--- config.mk ---
export PLATFORM = sky130hd
export DESIGN_NAME = pc_ras
export DESIGN_NICKNAME = d
export VERILOG_FILES = /design/src/rtl/pc_pkg.sv /design/src/rtl/ras_stack.sv /design/src/rtl/pc_ras.sv
export SDC_FILE = /design/constraint.sdc
export NUM_CORES = 1
export LEC_CHECK = 0
export ABC_AREA = 1
export CORE_ASPECT_RATIO = 1.4
export CORE_MARGIN = 2
export CORE_UTILIZATION = 50
export CTS_BUF_LIST = sky130_fd_sc_hd__clkbuf_8
export DETAILED_ROUTE_END_ITERATION = 7
export HOLD_SLACK_MARGIN = 0.03
export PLACE_DENSITY = 0.77
export SYNTH_ARGS = -nofsm -noshare
export SYNTH_HDL_FRONTEND = slang
export SYNTH_SLANG_ARGS = --single-unit
--- constraint.sdc ---
create_clock -name clk -period 2.3 [get_ports clk]
set_input_delay 0.69 -clock clk [delete_from_list [all_inputs] [get_ports clk]]
set_output_delay 0.69 -clock clk [all_outputs]
set_load 0.01 [all_outputs]
--- src/rtl/pc_pkg.sv ---
// rtl/pc_pkg.sv - shared op encoding, strobe decoder and default constants for pc_ras
package pc_pkg;

    localparam int AW_DEF        = 8;
    localparam int DEPTH_DEF     = 4;
    localparam int RESET_VEC_DEF = 0;

    typedef enum logic [2:0] {
        PC_NOP,
        PC_INCR,
        PC_BRANCH,
        PC_LOAD,
        PC_CALL,
        PC_RET
    } pc_op_e;

    // Collapse the raw strobes into one operation: RET > CALL > LOAD > BRANCH > INCR
    function automatic pc_op_e pc_decode(input logic ret, input logic call, input logic load,
                                         input logic branch, input logic incr);
        if (ret)         return PC_RET;
        else if (call)   return PC_CALL;
        else if (load)   return PC_LOAD;
        else if (branch) return PC_BRANCH;
        else if (incr)   return PC_INCR;
        else             return PC_NOP;
    endfunction

endpackage

--- src/rtl/ras_stack.sv ---
// rtl/ras_stack.sv - DEPTH x AW return-address LIFO with occupancy count and attempt-error pulse
module ras_stack
    import pc_pkg::*;
#(
    parameter int AW    = AW_DEF,
    parameter int DEPTH = DEPTH_DEF
) (
    input  logic                       clk,
    input  logic                       rst_n,
    input  logic                       push,
    input  logic                       pop,
    input  logic [AW-1:0]              din,
    output logic [AW-1:0]              dout,
    output logic [$clog2(DEPTH):0]     count,
    output logic                       full,
    output logic                       empty,
    output logic                       err
);

    localparam int CW = $clog2(DEPTH) + 1;
    localparam int IW = $clog2(DEPTH);

    logic [AW-1:0] mem [DEPTH];
    logic [CW-1:0] top_idx;
    logic          do_push;
    logic          do_pop;

    assign full    = (count == CW'(DEPTH));
    assign empty   = (count == '0);
    assign top_idx = count - CW'(1);
    assign dout    = mem[top_idx[IW-1:0]];

    // Pop wins if both are requested; a refused request is reported as err
    assign do_pop  = pop && !empty;
    assign do_push = push && !pop && !full;
    assign err     = pop ? empty : (push && full);

    // Occupancy counter
    always_ff @(posedge clk or negedge rst_n) begin
        if (!rst_n)       count <= '0;
        else if (do_pop)  count <= count - CW'(1);
        else if (do_push) count <= count + CW'(1);
    end

    // Entry storage; contents are don't-care after reset so no reset term
    always_ff @(posedge clk) begin
        if (do_push) mem[count[IW-1:0]] <= din;
    end

endmodule

--- src/rtl/pc_ras.sv ---
// rtl/pc_ras.sv - program counter with branch/call/return and internal RAS; PC_RAS_TRAP_EN traps stack faults to TRAP_VEC
module pc_ras
    import pc_pkg::*;
#(
    parameter int              AW        = AW_DEF,
    parameter int              DEPTH     = DEPTH_DEF,
    parameter logic [AW-1:0]   RESET_VEC = AW'(RESET_VEC_DEF),
    parameter logic [AW-1:0]   TRAP_VEC  = '1
) (
    input  logic                    clk,
    input  logic                    reset,
    input  logic                    stall,
    input  logic                    LOAD_PC,
    input  logic                    INCR_PC,
    input  logic                    BRANCH_PC,
    input  logic                    CALL,
    input  logic                    RET,
    input  logic [AW-1:0]           addr,
    input  logic [AW-1:0]           offset,
    output logic [AW-1:0]           PC,
    output logic [$clog2(DEPTH):0]  sp,
    output logic                    stack_full,
    output logic                    stack_empty,
    output logic                    stack_err
);

`ifdef PC_RAS_TRAP_EN
    localparam bit TRAP_EN = 1'b1;
`else
    localparam bit TRAP_EN = 1'b0;
`endif

    typedef enum logic {ST_OK, ST_FAULT} fault_e;

    fault_e        state, state_next;
    pc_op_e        op;
    logic [AW-1:0] pc_next;
    logic [AW-1:0] fault_pc;
    logic [AW-1:0] stk_dout;
    logic          push, pop, stk_err;

    assign op        = pc_decode(RET, CALL, LOAD_PC, BRANCH_PC, INCR_PC);
    assign fault_pc  = TRAP_EN ? TRAP_VEC : PC;
    assign stack_err = (state == ST_FAULT);

    ras_stack #(.AW(AW), .DEPTH(DEPTH)) u_stack (
        .clk   (clk),
        .rst_n (reset),
        .push  (push),
        .pop   (pop),
        .din   (PC + AW'(1)),
        .dout  (stk_dout),
        .count (sp),
        .full  (stack_full),
        .empty (stack_empty),
        .err   (stk_err)
    );

    // Next-PC mux and stack requests; stall suppresses everything
    always_comb begin
        pc_next = PC;
        push    = 1'b0;
        pop     = 1'b0;
        if (!stall) begin
            case (op)
                PC_RET: begin
                    pop     = 1'b1;
                    pc_next = stack_empty ? fault_pc : stk_dout;
                end
                PC_CALL: begin
                    push    = 1'b1;
                    pc_next = stack_full ? fault_pc : addr;
                end
                PC_LOAD:   pc_next = addr;
                PC_BRANCH: pc_next = PC + offset;
                PC_INCR:   pc_next = PC + AW'(1);
                default:   pc_next = PC;
            endcase
        end
    end

    // Program counter register
    always_ff @(posedge clk or negedge reset) begin
        if (!reset) PC <= RESET_VEC;
        else        PC <= pc_next;
    end

    // Sticky fault tracker: first refused push/pop latches FAULT until reset
    always_comb begin
        state_next = state;
        case (state)
            ST_OK:    if (stk_err) state_next = ST_FAULT;
            ST_FAULT: state_next = ST_FAULT;
            default:  state_next = ST_OK;
        endcase
    end

    // Fault state register
    always_ff @(posedge clk or negedge reset) begin
        if (!reset) state <= ST_OK;
        else        state <= state_next;
    end

endmodule
==> metrics.md, run 1 <==
| Metric | Value |
|---|---|
| Status | `finished clean` |
| DPL Wire Length | `4453 µm` |
| Dominant synthesized flop cell | `edfxtp_1` |
| LEAKAGE | `0.001436 µW` |
| Yosys reg bits | `44` |
| Most common cell in the netlist | `nand2_1` |
| Post-synth top cells | `79 x nand2_1, 40 x inv_1, 37 x nor2_1` |
| Final setup margin | `0.1511 ns` |
| CTS tree | `yes` |
| Final Non-Filler Cells | `427` |
| Final Skew | `0.009134 ns` |
| Buffers added on ports | `37` |
| Crit share post-route | `0.9343` |
| Top cell type by total area after synthesis | `edfxtp_1` |
| H-tree depth | `2` |
| CTS clk-pin slew, worst paths | `0.08 ns` |
| RSZ-0062 raised after global routing | `false` |
| R2r worst-path depth | `9` |
| Minimum clock period | `2.149 ns` |
| Vias | `2167` |
| Routed vias/inst | `5.075` |
| EDFF count, synth | `32` |
| Final Wtd Congestion | `0.8370` |
| Worst-path fanout max | `20` |
| Area grow syn2layout | `25.42%` |
| Final hold vios | `0` |
| Slew @ Worst Pin | `0.6020 ns` |
| Wire per inst | `13.55 µm` |
| P per Cell Area | `1141 nW/µm²` |
| Final Setup Violations | `0` |
| Slew Limit Fails | `0` |
| Syn Nets | `347` |
| Inst Count DP | `419` |
| Die area | `5809 µm²` |
| Worst Hold Depth | `1` |
| Row count | `31` |
| Area after DPL | `3149 µm²` |
| Critical path launch point type | `flip-flop` |
| Initial Util | `0.5124` |
| Final #Nets | `399` |
| YS warnings | `0` |
| I/O Pins | `38` |
| Worst EP required | `1.61 ns` |
| Synth top area cells | `edfxtp_1 37%, dfrtp_1 12%, nand2_1 11%` |
| Clock Latency Late Sink | `0.29 ns` |
| Largest net degree at the start of global routing | `21` |
| Final Instance Area | `3266 µm²` |
| Initial DRC Count | `68` |
| Crit path DAT | `1.46 ns` |
| Synth unique cells | `34` |
| Total grt overflow | `0` |
| Fin Hold WS | `0.4685 ns` |
| DRT antenna net count | `0` |
| Initial antenna violation count | `0` |
| Average size of a mapped cell | `8.454 µm²` |
| Seq/Total Area, Yosys | `0.4844` |
| First-pass GRT wire length | `9777 µm` |
| Drt first pass iters | `4` |
| Clock sinks | `44` |
| Die Width | `64.99 µm` |
| Hold Crit Class | `flip-flop to flip-flop` |
| Fmax | `0.4654 GHz` |
| Core Util, Final | `0.6427` |
| Maximum VDD drop | `0.6371 mV` |
| Placement Setup Slack | `-0.1512 ns` |
| ANT cells | `0` |
| # DRC | `0` |
| Max Cap Viol | `0` |
| Cts bufs inserted | `5` |
| Max_slew headroom | `0.5972` |
| Vias in the first global route | `2095` |
| Core Area | `5081 µm²` |
| Gate Count Post-Synth | `308` |
| Ratio of cells with drive above 1 in the final layout | `0.09972` |
| GR Util All Layers | `0.2237` |
| Setup crit end kind | `output port` |
| Root Buffer | `clkbuf_8` |
| Mapped Area | `2604 µm²` |
| Yosys top cell area share | `0.3691` |
| Async SR Flop Fraction | `0.2727` |
| Routed WL | `5784 µm` |
| WS Path Type | `flip-flop to output port` |
| Vert. Die Dim | `89.39 µm` |
| Clk buf depth | `2` |
-- layer usage --
layer	GRT usage	vias up	wire length, µm
met5	0	-	0
met4	0.06963	0	65
met3	0.02645	4	177
met2	0.4274	38	3080
met1	0.2598	1003	2461
li1	-	1122	-
-- worst paths after layout --
path | startpoint | endpoint | slack, ns
worst min register to register | stack_err | stack_err | 0.47
worst max-delay path | u_stack.count[0] | sp[0] | 0.15
worst max register to register | u_stack.count[1] | PC[4] | 0.44
worst min-delay path | stack_err | stack_err | 0.47
min in group asynchronous | reset | PC[3] | 0.76
max in group asynchronous | reset | u_stack.count[1] | 1.16
-- worst max-delay path, stage by stage (launching register included) --
cell	delay, ns
dfrtp_1	0.35
buf_4	0.24
clkdlybuf4s50_1	0.58
-- cell usage in the layout, fill, tap and decap left out, types with 8 or more instances in the layout --
cell / Yosys / final
o21ai_0: 19 / 19
inv_1: 40 / 40
nor2_1: 37 / 36
edfxtp_1: 32 / 32
dfrtp_1: 12 / 12
nand2_1: 79 / 79
a21oi_1: 8 / 8
buf_4: 3 / 11
nand3_1: 23 / 23
ha_1: 14 / 11
clkdlybuf4s50_1: 0 / 35
-- layout make-up --
type / instances / area [µm²]
Fill cell: 447 / 1815
Sequential cell: 44 / 1261
Clock buffer: 5 / 68.82
Tap cell: 66 / 82.58
Multi-Input combinational cell: 217 / 1162
Clock inverter: 3 / 42.54
Timing Repair Buffer: 50 / 490.5
Inverter: 42 / 157.7
-- kinds of logic (layout without fill, tap and decap cells) --
kind of cell / after synthesis / in the layout / share of synthesized area
and+or+nand+nor: 158 / 158 / 0.2657
adders and majority gates: 15 / 15 / 0.07497
xor gates and xnor gates: 5 / 5 / 0.01682
buffers and inverters: 47 / 100 / 0.07304
AOI/OAI and AO/OA: 39 / 39 / 0.08506
DFF: 44 / 44 / 0.4844
-- repair_timing --
action,4_1_cts,5_1_grt
resized for setup,5,0
endpoints found under the setup margin,2,0
hold buffers,0,0
setup buffers,0,0
-- where the power goes --
part	leakage (µW)	internal, µW	switching [µW]
sequential	0.000431	1100	164
clock	0.0000558	322	263
combinational	0.000949	784	1090
total	0.00144	2210	1520
-- sequential cells by signal, summed over array words and instances, names as in the netlist --
signal and count:
PC 8, u_stack.mem 32, u_stack.count 3, stack_err 1
-- stage by stage --
| step | total power, µW | TNS, ns |
|---|---|---|
| 3_3_place_gp | 3100 | -0.1895 |
| 4_1_cts | 3750 | 0 |
| 2_1_floorplan | 2478 | -1.732 |
| 3_5_place_dp | 3161 | -0.5285 |
| 6_report | 3727 | 0 |
| 5_1_grt | 4041 | 0 |
No activity file was read; power rests on OpenSTA's default activity.
==> inputs of run 2 (changes only) <==
--- a/config.mk
+++ b/config.mk
@@ -13,6 +13,7 @@
 export DETAILED_ROUTE_END_ITERATION = 7
 export HOLD_SLACK_MARGIN = 0.03
 export PLACE_DENSITY = 0.77
+export REMOVE_ABC_BUFFERS = 1
 export SYNTH_ARGS = -nofsm -noshare
 export SYNTH_HDL_FRONTEND = slang
 export SYNTH_SLANG_ARGS = --single-unit
==> metrics.md, run 2 (same netlist as run 1, synthesis figures left out) <==
| Metric | Value |
|---|---|
| R2r worst-path depth | `9` |
| Max_slew headroom | `0.5529` |
| Routed vias/inst | `5.229` |
| Status | `finished clean` |
| Initial Util | `0.5124` |
| RSZ-0062 raised after global routing | `false` |
| Area after DPL | `3129 µm²` |
| Root Buffer | `clkbuf_8` |
| Cell Chain, Critical Path | `inv_1 -> ha_2 -> ha_2 -> dlygate4sd2_1` |
| WS Path Type | `flip-flop to output port` |
| Maximum VDD drop | `0.7012 mV` |
| Inst Count DP | `420` |
| CTS clk-pin slew, worst paths | `0.09 ns` |
| Core Util, Final | `0.6390` |
| Final Skew | `0.006707 ns` |
| Row count | `31` |
| LEAKAGE | `0.001437 µW` |
| Die area | `5809 µm²` |
| H-tree depth | `2` |
| Area grow syn2layout | `24.70%` |
| Final #Nets | `400` |
| Ratio of cells with drive above 1 in the final layout | `0.09945` |
| Family with the most delay on the worst path | `adder cells` |
| Clock Latency Late Sink | `0.29 ns` |
| GR Util All Layers | `0.2199` |
| P per Cell Area | `1157 nW/µm²` |
| DPL Wire Length | `4514 µm` |
| Initial DRC Count | `56` |
| ANT cells | `0` |
| Critical-path top delay cell | `dfrtp_1` |
| Vert. Die Dim | `89.39 µm` |
| Critical path launch point type | `flip-flop` |
| Clock sinks | `44` |
| R2R Path End | `u_stack.count[2]` |
| CTS tree | `yes` |
| First-pass GRT wire length | `9611 µm` |
| Critical hold path startpoint | `stack_err` |
| I/O Pins | `38` |
| Worst path bufs/invs | `2` |
| Post-route setup TNS | `0 ns` |
| Max Cap Viol | `0` |
| Tot Pwr | `3757 µW` |
| Vias in the first global route | `2160` |
| Most frequent CP cell | `ha_2` |
| Wire per inst | `13.74 µm` |
| Fmax | `0.4561 GHz` |
| Total grt overflow | `0` |
| Hold Path End | `stack_err` |
| Most frequent cells in the layout | `79 x nand2_1, 40 x inv_1, 37 x nor2_1, 35 x clkdlybuf4s50_1, 32 x edfxtp_1` |
| Buffers added on ports | `37` |
| Largest net degree at the start of global routing | `21` |
| R2r setup slk | `0.44 ns` |
| Minimum clock period | `2.193 ns` |
| Core Area | `5081 µm²` |
| Routed WL | `5880 µm` |
| Drt first pass iters | `4` |
| DRT antenna net count | `0` |
| Vias | `2238` |
| Worst EP required | `1.61 ns` |
| Final Instance Area | `3247 µm²` |
| Slew @ Worst Pin | `0.6682 ns` |
| Slew Limit Fails | `0` |
| Final Non-Filler Cells | `428` |
| Max reg flops | `32` |
| Final hold vios | `0` |
| Cts bufs inserted | `5` |
| Crit path DAT | `1.50 ns` |
| Post-CTS Hold Buffers | `0` |
| Worst Hold Depth | `1` |
| Initial antenna violation count | `0` |
| Hold Crit Class | `flip-flop to flip-flop` |
| Worst-path fanout max | `3` |
| Reg2reg start | `u_stack.count[1]` |
| Final Wtd Congestion | `0.8329` |
| Commonest non-fill, non-tap cell in the layout | `nand2_1` |
| Setup crit end kind | `output port` |
| Crit share post-route | `0.9534` |
| Final Setup Violations | `0` |
| Critical Path Max Stage Delay | `0.39 ns` |
| Die Width | `64.99 µm` |
| # DRC | `0` |
| Clk buf depth | `2` |
==> run 2: worst max path at each step <==
stage          cells after the start             start           endpoint  slack, ns
2_1_floorplan                      6  u_stack.count[0]  u_stack.mem[3][0]      -0.29
3_3_place_gp                      12         offset[0]              PC[6]      -0.07
3_5_place_dp                      12         offset[0]              PC[6]      -0.10
4_1_cts                            4  u_stack.count[1]        stack_empty       0.09
5_1_grt                            4  u_stack.count[1]        stack_empty       0.02
6_report                           4  u_stack.count[1]        stack_empty       0.11
==> run 2: power by group <==
group | switching (µW) | internal [µW] | total, µW
logic | 1110 | 788 | 1900
clock network | 272 | 327 | 599
registers | 157 | 1100 | 1260
==> run 2: stage by stage <==
| stage | hold slack, ns | setup slack, ns |
|---|---|---|
| floorplan | 0.3944 | -0.2884 |
| global placement | 0.4395 | -0.06886 |
| detailed placement | 0.4489 | -0.1031 |
| CTS | 0.4674 | 0.09176 |
| global route | 0.4925 | 0.02488 |
| finish | 0.4689 | 0.1073 |
==> run 2: cell type report <==
class | instances | area (µm²)
fillers | 433 | 1834
flip-flops and latches | 44 | 1261
multi-input cells | 217 | 1157
repair buffers | 51 | 473.0
inverters | 42 | 157.7
well taps | 66 | 82.58
clock buffers | 5 | 68.82
clock inverters | 3 | 46.29
==> run 2: per-layer routing <==
metal / up-vias / GRT usage / part of all wire
li1: 1121 / - / -
met1: 1024 / 0.2439 / 0.39
met2: 76 / 0.4152 / 0.53
met3: 17 / 0.02645 / 0.043
met4: 0 / 0.1044 / 0.030
met5: - / 0 / 0
==> run 2: what timing repair did <==
item / CTS / global route
setup endpoints to repair: 2 / 0
setup buffers: 0 / 0
gates resized for setup: 4 / 0
==> inputs of run 3 (changes only) <==
--- a/config.mk
+++ b/config.mk
@@ -10,10 +10,12 @@
 export CORE_MARGIN = 2
 export CORE_UTILIZATION = 50
 export CTS_BUF_LIST = sky130_fd_sc_hd__clkbuf_8
+export CTS_CLUSTER_SIZE = 16
 export DETAILED_ROUTE_END_ITERATION = 7
 export HOLD_SLACK_MARGIN = 0.03
-export PLACE_DENSITY = 0.77
+export PLACE_DENSITY = 0.76
 export REMOVE_ABC_BUFFERS = 1
 export SYNTH_ARGS = -nofsm -noshare
 export SYNTH_HDL_FRONTEND = slang
+export SYNTH_HIERARCHICAL = 1
 export SYNTH_SLANG_ARGS = --single-unit
==> metrics.md, run 3 <==
| Metric | Value |
|---|---|
| Post-CTS Setup Repair Bufs | `0` |
| CTS clk-pin slew, worst paths | `0.08 ns` |
| Die area | `6408 µm²` |
| Clock sinks | `44` |
| Cell Chain, Critical Path | `buf_4 -> clkdlybuf4s50_1` |
| Busiest grt layer | `met2` |
| Final Wtd Congestion | `0.8360` |
| Vias in the first global route | `2359` |
| Hold Crit Class | `flip-flop to flip-flop` |
| Cts bufs inserted | `5` |
| Critical Path Max Stage Delay | `0.57 ns` |
| Post-CTS Hold Buffers | `0` |
| EDFF count, synth | `32` |
| Initial antenna violation count | `0` |
| Crit share post-route | `0.9623` |
| Status | `finished clean` |
| Row count | `32` |
| Final #Nets | `427` |
| WS Path Type | `flip-flop to output port` |
| Met3 Usage GRT | `0.02038` |
| Slew Limit Fails | `0` |
| Max reg flops | `32` |
| Ratio of cells with drive above 1 in the final layout | `0.1928` |
| Initial DRC Count | `82` |
| DRT antenna net count | `0` |
| Commonest non-fill, non-tap cell in the layout | `nand2_1` |
| Reg2reg start | `u_stack/count[0]` |
| Most common cell in the netlist | `nand2_1` |
| First-pass GRT wire length | `10460 µm` |
| Synth top area cells | `edfxtp_1 33%, dfrtp_1 10%, nand2_1 10%` |
| Vias | `2366` |
| FILL cells | `488` |
| Post-synth top cells | `80 x nand2_1, 40 x inv_1, 32 x edfxtp_1` |
| Yosys top cell area share | `0.3328` |
| Seq/Total Area, Yosys | `0.4367` |
| H-tree depth | `2` |
| LEAKAGE | `0.001552 µW` |
| GRT met1 Usage | `0.2549` |
| Final Setup Violations | `0` |
| CP endpoint | `sp[0]` |
| YS warnings | `6` |
| Critical path launch point type | `flip-flop` |
| Average size of a mapped cell | `8.620 µm²` |
| ANT cells | `0` |
| Total grt overflow | `0` |
| Clk buf depth | `2` |
| Combinational Power Share | `0.536` |
| Crit path DAT | `1.52 ns` |
| Max Cap Viol | `0` |
| Clock Latency Late Sink | `0.29 ns` |
| Worst EP required | `1.61 ns` |
| Setup crit start | `u_stack/count[0]` |
| Area grow syn2layout | `21.19%` |
| R2r setup slk | `0.44 ns` |
| Slew @ Worst Pin | `0.5554 ns` |
| Buffers added on ports | `37` |
| RSZ-0062 raised after global routing | `false` |
| Switching power | `1685 µW` |
| Largest net degree at the start of global routing | `21` |
| Most frequent cells in the layout | `80 x nand2_1, 40 x inv_1, 35 x clkdlybuf4s50_1, 32 x edfxtp_1, 30 x nor2_1` |
| Async SR Flop Fraction | `0.2727` |
| Dominant synthesized flop cell | `edfxtp_1` |
| DPL Wire Length | `4688 µm` |
| Routed WL | `6069 µm` |
| I/O Pins | `38` |
| Top cell type by total area after synthesis | `edfxtp_1` |
| Root Buffer | `clkbuf_8` |
| Final Skew | `0.01003 ns` |
| Drt first pass iters | `4` |
| Fin Hold WS | `0.4905 ns` |
| Tot Pwr | `3975 µW` |
| Setup crit end kind | `output port` |
| Critical-path top delay cell | `clkdlybuf4s50_1` |
| Routed vias/inst | `5.177` |
| Yosys reg bits | `44` |
| Core Area | `5525 µm²` |
| Fmax | `0.4518 GHz` |
| Gate Count Post-Synth | `335` |
| Final hold vios | `0` |
| Met2 Use GR | `0.3819` |
| Sw Share | `0.4238` |
| Synth unique cells | `31` |
| Sequential Power Share | `0.320` |
| GR Util All Layers | `0.2163` |
| Post-route setup TNS | `0 ns` |
| Max_slew headroom | `0.6286` |
| # DRC | `0` |
| R2R Path End | `PC[0]` |
| Vert. Die Dim | `93.92 µm` |
| Die Width | `68.23 µm` |
| Clk pwr share | `0.143` |
| Worst-path fanout max | `20` |
| Mapped Area | `2888 µm²` |
| P per Cell Area | `1136 nW/µm²` |
| Maximum VDD drop | `0.5202 mV` |
| R2r worst-path depth | `9` |
| Minimum clock period | `2.213 ns` |
| Wire per inst | `13.28 µm` |
| CTS tree | `yes` |
| Initial Util | `0.5226` |
| Pint | `2291 µW` |
[run 3: worst max-delay path: cells and delay by family (launching register included)]
family / cells / cell delay, ns
buf+inv: 2 / 0.82
flops: 1 / 0.42
[run 3: final cells by class]
class	instances	area (µm²)	area share
Multi-Input combinational cell	234	1353	0.3865
Sequential cell	44	1262	0.3607
Timing Repair Buffer	53	488.0	0.1394
Inverter	50	200.2	0.05720
Tap cell	68	85.08	0.02431
Clock buffer	5	68.82	0.01966
Clock inverter	3	42.54	0.01216
[run 3: metal layers]
metal,wire length [µm],vias to the layer above
met5,0,-
met2,3289,60
met1,2469,1085
li1,-,1210
met3,195,11
met4,114,0
[run 3: cell families (layout without fill, tap and decap cells)]
family | after synthesis | count (layout) | synth area share
AND/OR/NAND/NOR | 181 | 181 | 0.3076
buffers and inverters | 57 | 111 | 0.09488
flip-flops | 44 | 44 | 0.4367
AO/OA/AOI/OAI | 34 | 34 | 0.08102
adder cells (fa/ha/maj) | 15 | 15 | 0.06759
XOR/XNOR | 4 | 4 | 0.01213
[run 3: power by group through the flow]
stage	Combinational [µW]	Clock (µW)	Sequential, µW
finish	2130	569	1270
global route	2370	608	1310
CTS	2130	575	1280
detailed placement	2130	0	1290
global placement	2060	0	1280
floorplan	1300	0	1330
[run 3: worst min-delay path by stage]
stage                      to       from  slack (ns)  cells past startpoint
finish              stack_err  stack_err        0.49                      1
floorplan               PC[0]      reset        0.39                      0
global placement    stack_err  stack_err        0.47                      1
global route        stack_err  stack_err        0.51                      1
detailed placement  stack_err  stack_err        0.48                      1
CTS                 stack_err  stack_err        0.50                      1
[run 3: metrics by stage]
step / area, µm² / cells / setup WS [ns] / util
detailed placement: 3390 / 449 / -0.09975 / 0.6135
floorplan: 2814 / 328 / 0.2310 / -
CTS: 3500 / 457 / 0.06198 / 0.6334
finish: 3500 / 457 / 0.08680 / 0.6334
global route: 3500 / 457 / 0.009625 / 0.6334
global placement: 3390 / 449 / -0.07909 / 0.6135
[run 3: timing repair]
item	in CTS	in global routing
setup endpoints to repair	2	0
hold endpoints to repair	0	0
resized for setup	3	0
